[src/rtl/result_tx_pkg.sv]
// Shared types and constants for the result_tx frame transmitter.
package result_tx_pkg;

  typedef enum logic [2:0] {
    IDLE     = 3'd0,
    LOAD     = 3'd1,
    SEND     = 3'd2,
    WAIT_LOW = 3'd3,
    DONE     = 3'd4
  } state_e;

  localparam int         FRAME_LEN_BASE   = 6;
  localparam logic [7:0] HDR_BYTE_DEFAULT = 8'hA5;

  // Payload byte at position idx of a frame (header, result, weights).
  function automatic logic [7:0] frame_byte(input logic [2:0]  idx,
                                            input logic [7:0]  hdr,
                                            input logic [22:0] fin,
                                            input logic [15:0] wts);
    logic [7:0] b;
    case (idx)
      3'd0:    b = hdr;
      3'd1:    b = fin[7:0];
      3'd2:    b = fin[15:8];
      3'd3:    b = {1'b0, fin[22:16]};
      3'd4:    b = wts[7:0];
      3'd5:    b = wts[15:8];
      default: b = 8'h00;
    endcase
    return b;
  endfunction

endpackage

[src/rtl/ack_sync_edge.sv]
// Two-flop synchroniser for the host ack pin plus rise/fall pulse detection
// on the synchronised level.
module ack_sync_edge (
  input  logic clk_i,
  input  logic rst_i,
  input  logic ack_i,
  output logic rise_o,
  output logic fall_o
);

  // [0],[1] synchroniser stages, [2] previous synchronised level
  logic [2:0] sh_q, sh_d;

  // Shift the raw pin into the chain.
  always_comb begin
    sh_d = {sh_q[1:0], ack_i};
  end

  // Chain registers, cleared by the async active-low reset.
  always_ff @(posedge clk_i or negedge rst_i) begin
    if (!rst_i) sh_q <= '0;
    else        sh_q <= sh_d;
  end

  assign rise_o = sh_q[1] & ~sh_q[2];
  assign fall_o = ~sh_q[1] & sh_q[2];

endmodule

[src/rtl/result_tx.sv]
// Training-result frame transmitter: snapshots result and weights on start,
// then sends the frame byte by byte over a 4-phase valid/ack handshake.
// Optional feature macro: RESULT_TX_CHECKSUM_EN appends an XOR checksum byte.
//
// state    | meaning
// IDLE     | waiting for start_i
// LOAD     | clear error/index, present header byte
// SEND     | valid_o high, waiting for a fresh ack rise
// WAIT_LOW | byte taken, waiting for ack to fall
// DONE     | one-cycle done_o pulse
module result_tx
  import result_tx_pkg::*;
#(
  parameter logic [7:0] HDR_BYTE       = HDR_BYTE_DEFAULT,
  parameter int         TIMEOUT_CYCLES = 1023,
  parameter int         TO_W           = 10
) (
  input  logic        clk_i,
  input  logic        rst_i,
  input  logic        start_i,
  input  logic [22:0] final_i,
  input  logic [15:0] weights_i,
  input  logic        ack_i,
  output logic [7:0]  byte_o,
  output logic        valid_o,
  output logic        busy_o,
  output logic        done_o,
  output logic        err_o
);

`ifdef RESULT_TX_CHECKSUM_EN
  localparam int FRAME_LEN = FRAME_LEN_BASE + 1;
`else
  localparam int FRAME_LEN = FRAME_LEN_BASE;
`endif
  localparam logic [2:0]      LAST_IDX = 3'(FRAME_LEN - 1);
  localparam bit              TO_EN    = (TIMEOUT_CYCLES != 0);
  localparam logic [TO_W-1:0] TO_LAST  = TO_W'(TIMEOUT_CYCLES - 1);

  state_e            state_q, state_d;
  logic [2:0]        idx_q, idx_d;
  logic [7:0]        byte_q, byte_d;
  logic              valid_q, valid_d;
  logic              done_q, done_d;
  logic              err_q, err_d;
  logic [22:0]       fin_q, fin_d;
  logic [15:0]       wts_q, wts_d;
  logic [TO_W-1:0]   to_cnt_q, to_cnt_d;
`ifdef RESULT_TX_CHECKSUM_EN
  logic [7:0]        csum_q, csum_d;
`endif

  logic       ack_rise, ack_fall;
  logic       timeout_hit;
  logic [2:0] idx_nxt;
  logic [7:0] nxt_byte;

  ack_sync_edge u_ack_sync (
    .clk_i  (clk_i),
    .rst_i  (rst_i),
    .ack_i  (ack_i),
    .rise_o (ack_rise),
    .fall_o (ack_fall)
  );

  assign timeout_hit = TO_EN && (to_cnt_q == TO_LAST);

  // Next-state, snapshot, byte selection and timeout counting.
  always_comb begin
    state_d  = state_q;
    idx_d    = idx_q;
    byte_d   = byte_q;
    valid_d  = valid_q;
    done_d   = 1'b0;
    err_d    = err_q;
    fin_d    = fin_q;
    wts_d    = wts_q;
    to_cnt_d = '0;
`ifdef RESULT_TX_CHECKSUM_EN
    csum_d   = csum_q;
`endif
    idx_nxt  = idx_q + 3'd1;
    nxt_byte = frame_byte(idx_nxt, HDR_BYTE, fin_q, wts_q);
`ifdef RESULT_TX_CHECKSUM_EN
    // csum_q already covers every payload byte once the last one is acked
    if (idx_nxt == 3'(FRAME_LEN_BASE)) nxt_byte = csum_q;
`endif

    case (state_q)
      IDLE: begin
        if (start_i) begin
          state_d = LOAD;
          fin_d   = final_i;
          wts_d   = weights_i;
        end
      end
      LOAD: begin
        err_d   = 1'b0;
        idx_d   = 3'd0;
        byte_d  = HDR_BYTE;
        valid_d = 1'b1;
        state_d = SEND;
`ifdef RESULT_TX_CHECKSUM_EN
        csum_d  = 8'h00;
`endif
      end
      SEND: begin
        if (ack_rise) begin
          valid_d = 1'b0;
          state_d = WAIT_LOW;
`ifdef RESULT_TX_CHECKSUM_EN
          csum_d  = csum_q ^ byte_q;
`endif
        end else if (timeout_hit) begin
          valid_d = 1'b0;
          err_d   = 1'b1;
          state_d = IDLE;
        end else begin
          to_cnt_d = to_cnt_q + TO_W'(1);
        end
      end
      WAIT_LOW: begin
        if (ack_fall) begin
          if (idx_q == LAST_IDX) begin
            state_d = DONE;
            done_d  = 1'b1;
          end else begin
            idx_d   = idx_nxt;
            byte_d  = nxt_byte;
            valid_d = 1'b1;
            state_d = SEND;
          end
        end else if (timeout_hit) begin
          err_d   = 1'b1;
          state_d = IDLE;
        end else begin
          to_cnt_d = to_cnt_q + TO_W'(1);
        end
      end
      DONE: begin
        state_d = IDLE;
      end
      default: begin
        state_d = IDLE;
      end
    endcase
  end

  // FSM and output registers; reset aborts any frame in flight.
  always_ff @(posedge clk_i or negedge rst_i) begin
    if (!rst_i) begin
      state_q  <= IDLE;
      idx_q    <= '0;
      byte_q   <= '0;
      valid_q  <= 1'b0;
      done_q   <= 1'b0;
      err_q    <= 1'b0;
      fin_q    <= '0;
      wts_q    <= '0;
      to_cnt_q <= '0;
`ifdef RESULT_TX_CHECKSUM_EN
      csum_q   <= '0;
`endif
    end else begin
      state_q  <= state_d;
      idx_q    <= idx_d;
      byte_q   <= byte_d;
      valid_q  <= valid_d;
      done_q   <= done_d;
      err_q    <= err_d;
      fin_q    <= fin_d;
      wts_q    <= wts_d;
      to_cnt_q <= to_cnt_d;
`ifdef RESULT_TX_CHECKSUM_EN
      csum_q   <= csum_d;
`endif
    end
  end

  assign byte_o  = byte_q;
  assign valid_o = valid_q;
  assign busy_o  = (state_q != IDLE);
  assign done_o  = done_q;
  assign err_o   = err_q;

endmodule
[config.mk]
export PLATFORM = sky130hd
export DESIGN_NAME = result_tx
export DESIGN_NICKNAME = d
export VERILOG_FILES = /design/src/rtl/result_tx_pkg.sv /design/src/rtl/ack_sync_edge.sv /design/src/rtl/result_tx.sv
export SDC_FILE = /design/constraint.sdc
export NUM_CORES = 1
export LEC_CHECK = 0
export CAP_MARGIN = 40
export CORE_MARGIN = 1
export CORE_UTILIZATION = 55
export CTS_BUF_LIST = sky130_fd_sc_hd__clkbuf_4 sky130_fd_sc_hd__clkbuf_8 sky130_fd_sc_hd__clkbuf_16
export DETAILED_ROUTE_END_ITERATION = 8
export GPL_TIMING_DRIVEN = 0
export HOLD_SLACK_MARGIN = 0.1
export MAX_ROUTING_LAYER = met4
export PLACE_DENSITY = 0.87
export SYNTH_ARGS = -nofsm -noshare
export SYNTH_HDL_FRONTEND = slang
export SYNTH_HIERARCHICAL = 1
export SYNTH_SLANG_ARGS = --single-unit
[constraint.sdc]
create_clock -name clk_i -period 4.5 [get_ports clk_i]
set_clock_uncertainty 0.1 [all_clocks]
set_input_delay 0.9 -clock clk_i [delete_from_list [all_inputs] [get_ports clk_i]]
set_output_delay 0.9 -clock clk_i [all_outputs]
set_load 0.01 [all_outputs]
==> results.sh <==
export IMPL_status="completed"
export IMPL_cts_tree="built"
export IMPL_grt_pass1_vias=2230
export IMPL_ioPinCount=55
export IMPL_maxCapViolations=0
export IMPL_num_rows=27
export IMPL_ys_ff_latch=69
export IMPL_min_path_type="reg -> reg"
export IMPL_synth_nets=307
export IMPL_top_layer="met4"
export IMPL_antenna_cells=0
export IMPL_final_common_cell="dfrtp_1"
export IMPL_antenna_left=0
export IMPL_portBuffers=54
export IMPL_drc_errors=0
export IMPL_overflow=0
export IMPL_yosysTopAreaCellShare_pct=54.7
export IMPL_fp_coreArea_um2=5510
export IMPL_p_clk_share_pct=21.2
export IMPL_cts_hold_buffers_added=0
export IMPL_wirelength_um=6630
export IMPL_clk_pin_slew_worst_paths_ps=70
export IMPL_routabilityCongestion=0.806
export IMPL_ys_top_cells_by_area="dfrtp_1 (55%), mux2_2 (15%), nor2_1 (3.1%)"
export IMPL_rsz0062_at_grt="no"
export IMPL_wl_per_cell_um=16.7
export IMPL_grt_start_max_net_pins=70
export IMPL_post_route_cells_drive_above_1_share_pct=24.2
export IMPL_synth_top_area_cell="dfrtp_1"
export IMPL_tns_ps=0
export IMPL_die_h_um=77.7
export IMPL_fin_crit_sh_pct=56.4
export IMPL_finalSetupViolCount=0
export IMPL_power_per_cell_area_nw_per_um2=639
export IMPL_cts_sinks=69
export IMPL_final_cell_mix="dfrtp_1 (69), clkdlybuf4s50_1 (53), mux2_2 (42)"
export IMPL_leakage_nw=1.74
export IMPL_ys_types=45
export IMPL_power_total_mw=2.55
export IMPL_synth_edf_count=0
export IMPL_netSwitchingFraction_pct=33.9
export IMPL_cts_root_buffer="clkbuf_8"
export IMPL_multi_input_area_um2=1330
export IMPL_viasPerCell=5.59
export IMPL_dp_hpwl_um=4680
export IMPL_critPathArrivalTime_ps=1540
export IMPL_switchingPower_mw=0.866
export IMPL_grt_pass1_wl_um=10900
export IMPL_synth_async_sr_flop_share_pct=100
export IMPL_max_freq_mhz=394
export IMPL_route_met3_wl_um=295
export IMPL_hold_viol=0
export IMPL_final_seq_area_um2=1730
export IMPL_antenna_found_initial=0
export IMPL_period_needed_ps=2540
export IMPL_cts_resized_gates=0
export IMPL_vias=2225
export IMPL_dr_pass1_iters=4
export IMPL_dieWidth_um=77.7
export IMPL_pwr_share_comb_pct=39.3
export IMPL_seq_area_frac_synth_pct=54.7
export IMPL_wl_met2_um=3310
export IMPL_yosys_warnings=6
export IMPL_clockBufferDepth=2
export IMPL_path_max_fanout=7
export IMPL_final_max_slew_viol_count=0
export IMPL_grtUsageTotal_pct=25.0
export IMPL_cts_buffers=9
export IMPL_p_int_mw=1.69
export IMPL_tightest_slew_ps=837
export IMPL_stdcell_count=398
export IMPL_die_area_um2=6040
export IMPL_synth_avg_cell_area_um2=12.3
export IMPL_relSlewSlack_pct=44.2
export IMPL_synth_ff_type="dfrtp_1"
export IMPL_end_kind="output port"
export IMPL_h_tree_depth=3
export IMPL_syn2layout_area_growth_pct=26.6
export IMPL_m1WireLength_um=2950
export IMPL_worst_ep_required_time_ps=3500
export IMPL_crit_path_start_kind="register"
export IMPL_crit_type="reg -> out"
export IMPL_initial_utilization_pct=57.3
export IMPL_dp_cells=383
export IMPL_synthesis_area_um2=3160
export IMPL_irDropWorstVdd_mv=0.333
export IMPL_seqPwrFrac_pct=39.5
export IMPL_post_cts_setup_buffer_count=0
export IMPL_netlist_instances=257
export IMPL_fill_cells=373
export IMPL_drtIter0Drc=184
export IMPL_insertion_delay_ps=340
export IMPL_fin_nets=372
==> sequential cells by signal, indices dropped and copies added (netlist names) <==
register / cells
valid_o: 1
idx_q: 3
byte_o: 8
wts_q: 16
to_cnt_q: 10
err_o: 1
u_ack_sync/sh_q: 3
fin_q: 23
done_o: 1
state_q: 3
==> power groups by stage <==
stage                     sequential, mW  clock (mW)  combinational, mW
after detailed placement            1.02           0              0.999
after global routing                1.04       0.573               1.09
after global placement              1.01           0              0.963
after CTS                           1.01       0.547               1.01
final                               1.01       0.540               1.00
after floorplan                    0.990           0              0.705
==> layout make-up <==
type,instances,area share [%]
multi-input cells,172,33.4
flip-flops and latches,69,43.2
inverters,4,0.376
repair buffers,54,13.5
clock buffers,9,3.10
well taps,72,2.25
clock inverters,6,2.22
plain buffers,12,2.00
==> critical path: stages, from the launching register on <==
cell and delay, ps:
dfrtp_1 470, nor2_2 190, nand2_1 70, clkdlybuf4s50_1 470
==> metrics by stage <==
step	instance area, µm²	util, %	hold slack [ps]	setup slack (ps)
global placement	3790	68.8	240	195
global route	4000	72.6	261	1890
detailed placement	3780	68.7	238	2020
floorplan	3160	-	231	2620
CTS	4000	72.6	255	1960
finish	4000	72.6	253	1960
==> metal layers <==
metal	vias to the layer above	GRT usage [%]
li1	1058	-
met1	1094	33.7
met2	63	37.5
met3	10	4.47
met4	0	10.6
met5	-	-
==> worst paths after layout <==
path	cells past startpoint	endpoint	startpoint	slack, ps
max reg2reg	5	byte_o[1]$_DFFE_PN0P_	idx_q[0]$_DFFE_PN0P_	2400
min reg2reg	0	u_ack_sync/sh_q[1]$_DFF_PN0_	u_ack_sync/sh_q[0]$_DFF_PN0_	250
max in group asynchronous	1	err_o$_DFFE_PN0P_	rst_i	3200
max	3	busy_o	state_q[2]$_DFFE_PN0P_	1960
min	0	u_ack_sync/sh_q[1]$_DFF_PN0_	u_ack_sync/sh_q[0]$_DFF_PN0_	250
min in group asynchronous	1	fin_q[19]$_DFFE_PN0P_	rst_i	560
==> synth_stat cells, types with 3 or more instances <==
master,n
ha_1,7
nand4_1,3
buf_1,3
mux2_2,42
nand3_1,6
nor2_1,26
dfrtp_1,69
a21oi_1,7
o21ai_1,4
a22oi_1,3
o21ai_0,4
a221oi_1,3
buf_6,3
xor2_1,7
buf_2,4
inv_1,4
and3_1,4
a31oi_1,6
and4_1,3
nand2_1,13
==> cells by family (layout without fill, tap and decap cells) <==
logic type      count (synthesis)  in the layout  synth area share, %
flops                          69             69                 54.7
simple gates                   66             66                 10.4
fa+ha+maj                       7              7                 2.78
mux                            43             43                 15.3
buf+inv                        16             85                 3.01
xor+xnor                       10             10                 3.01
compound gates                 46             46                 10.8
No activity file was read; power rests on OpenSTA's default activity.
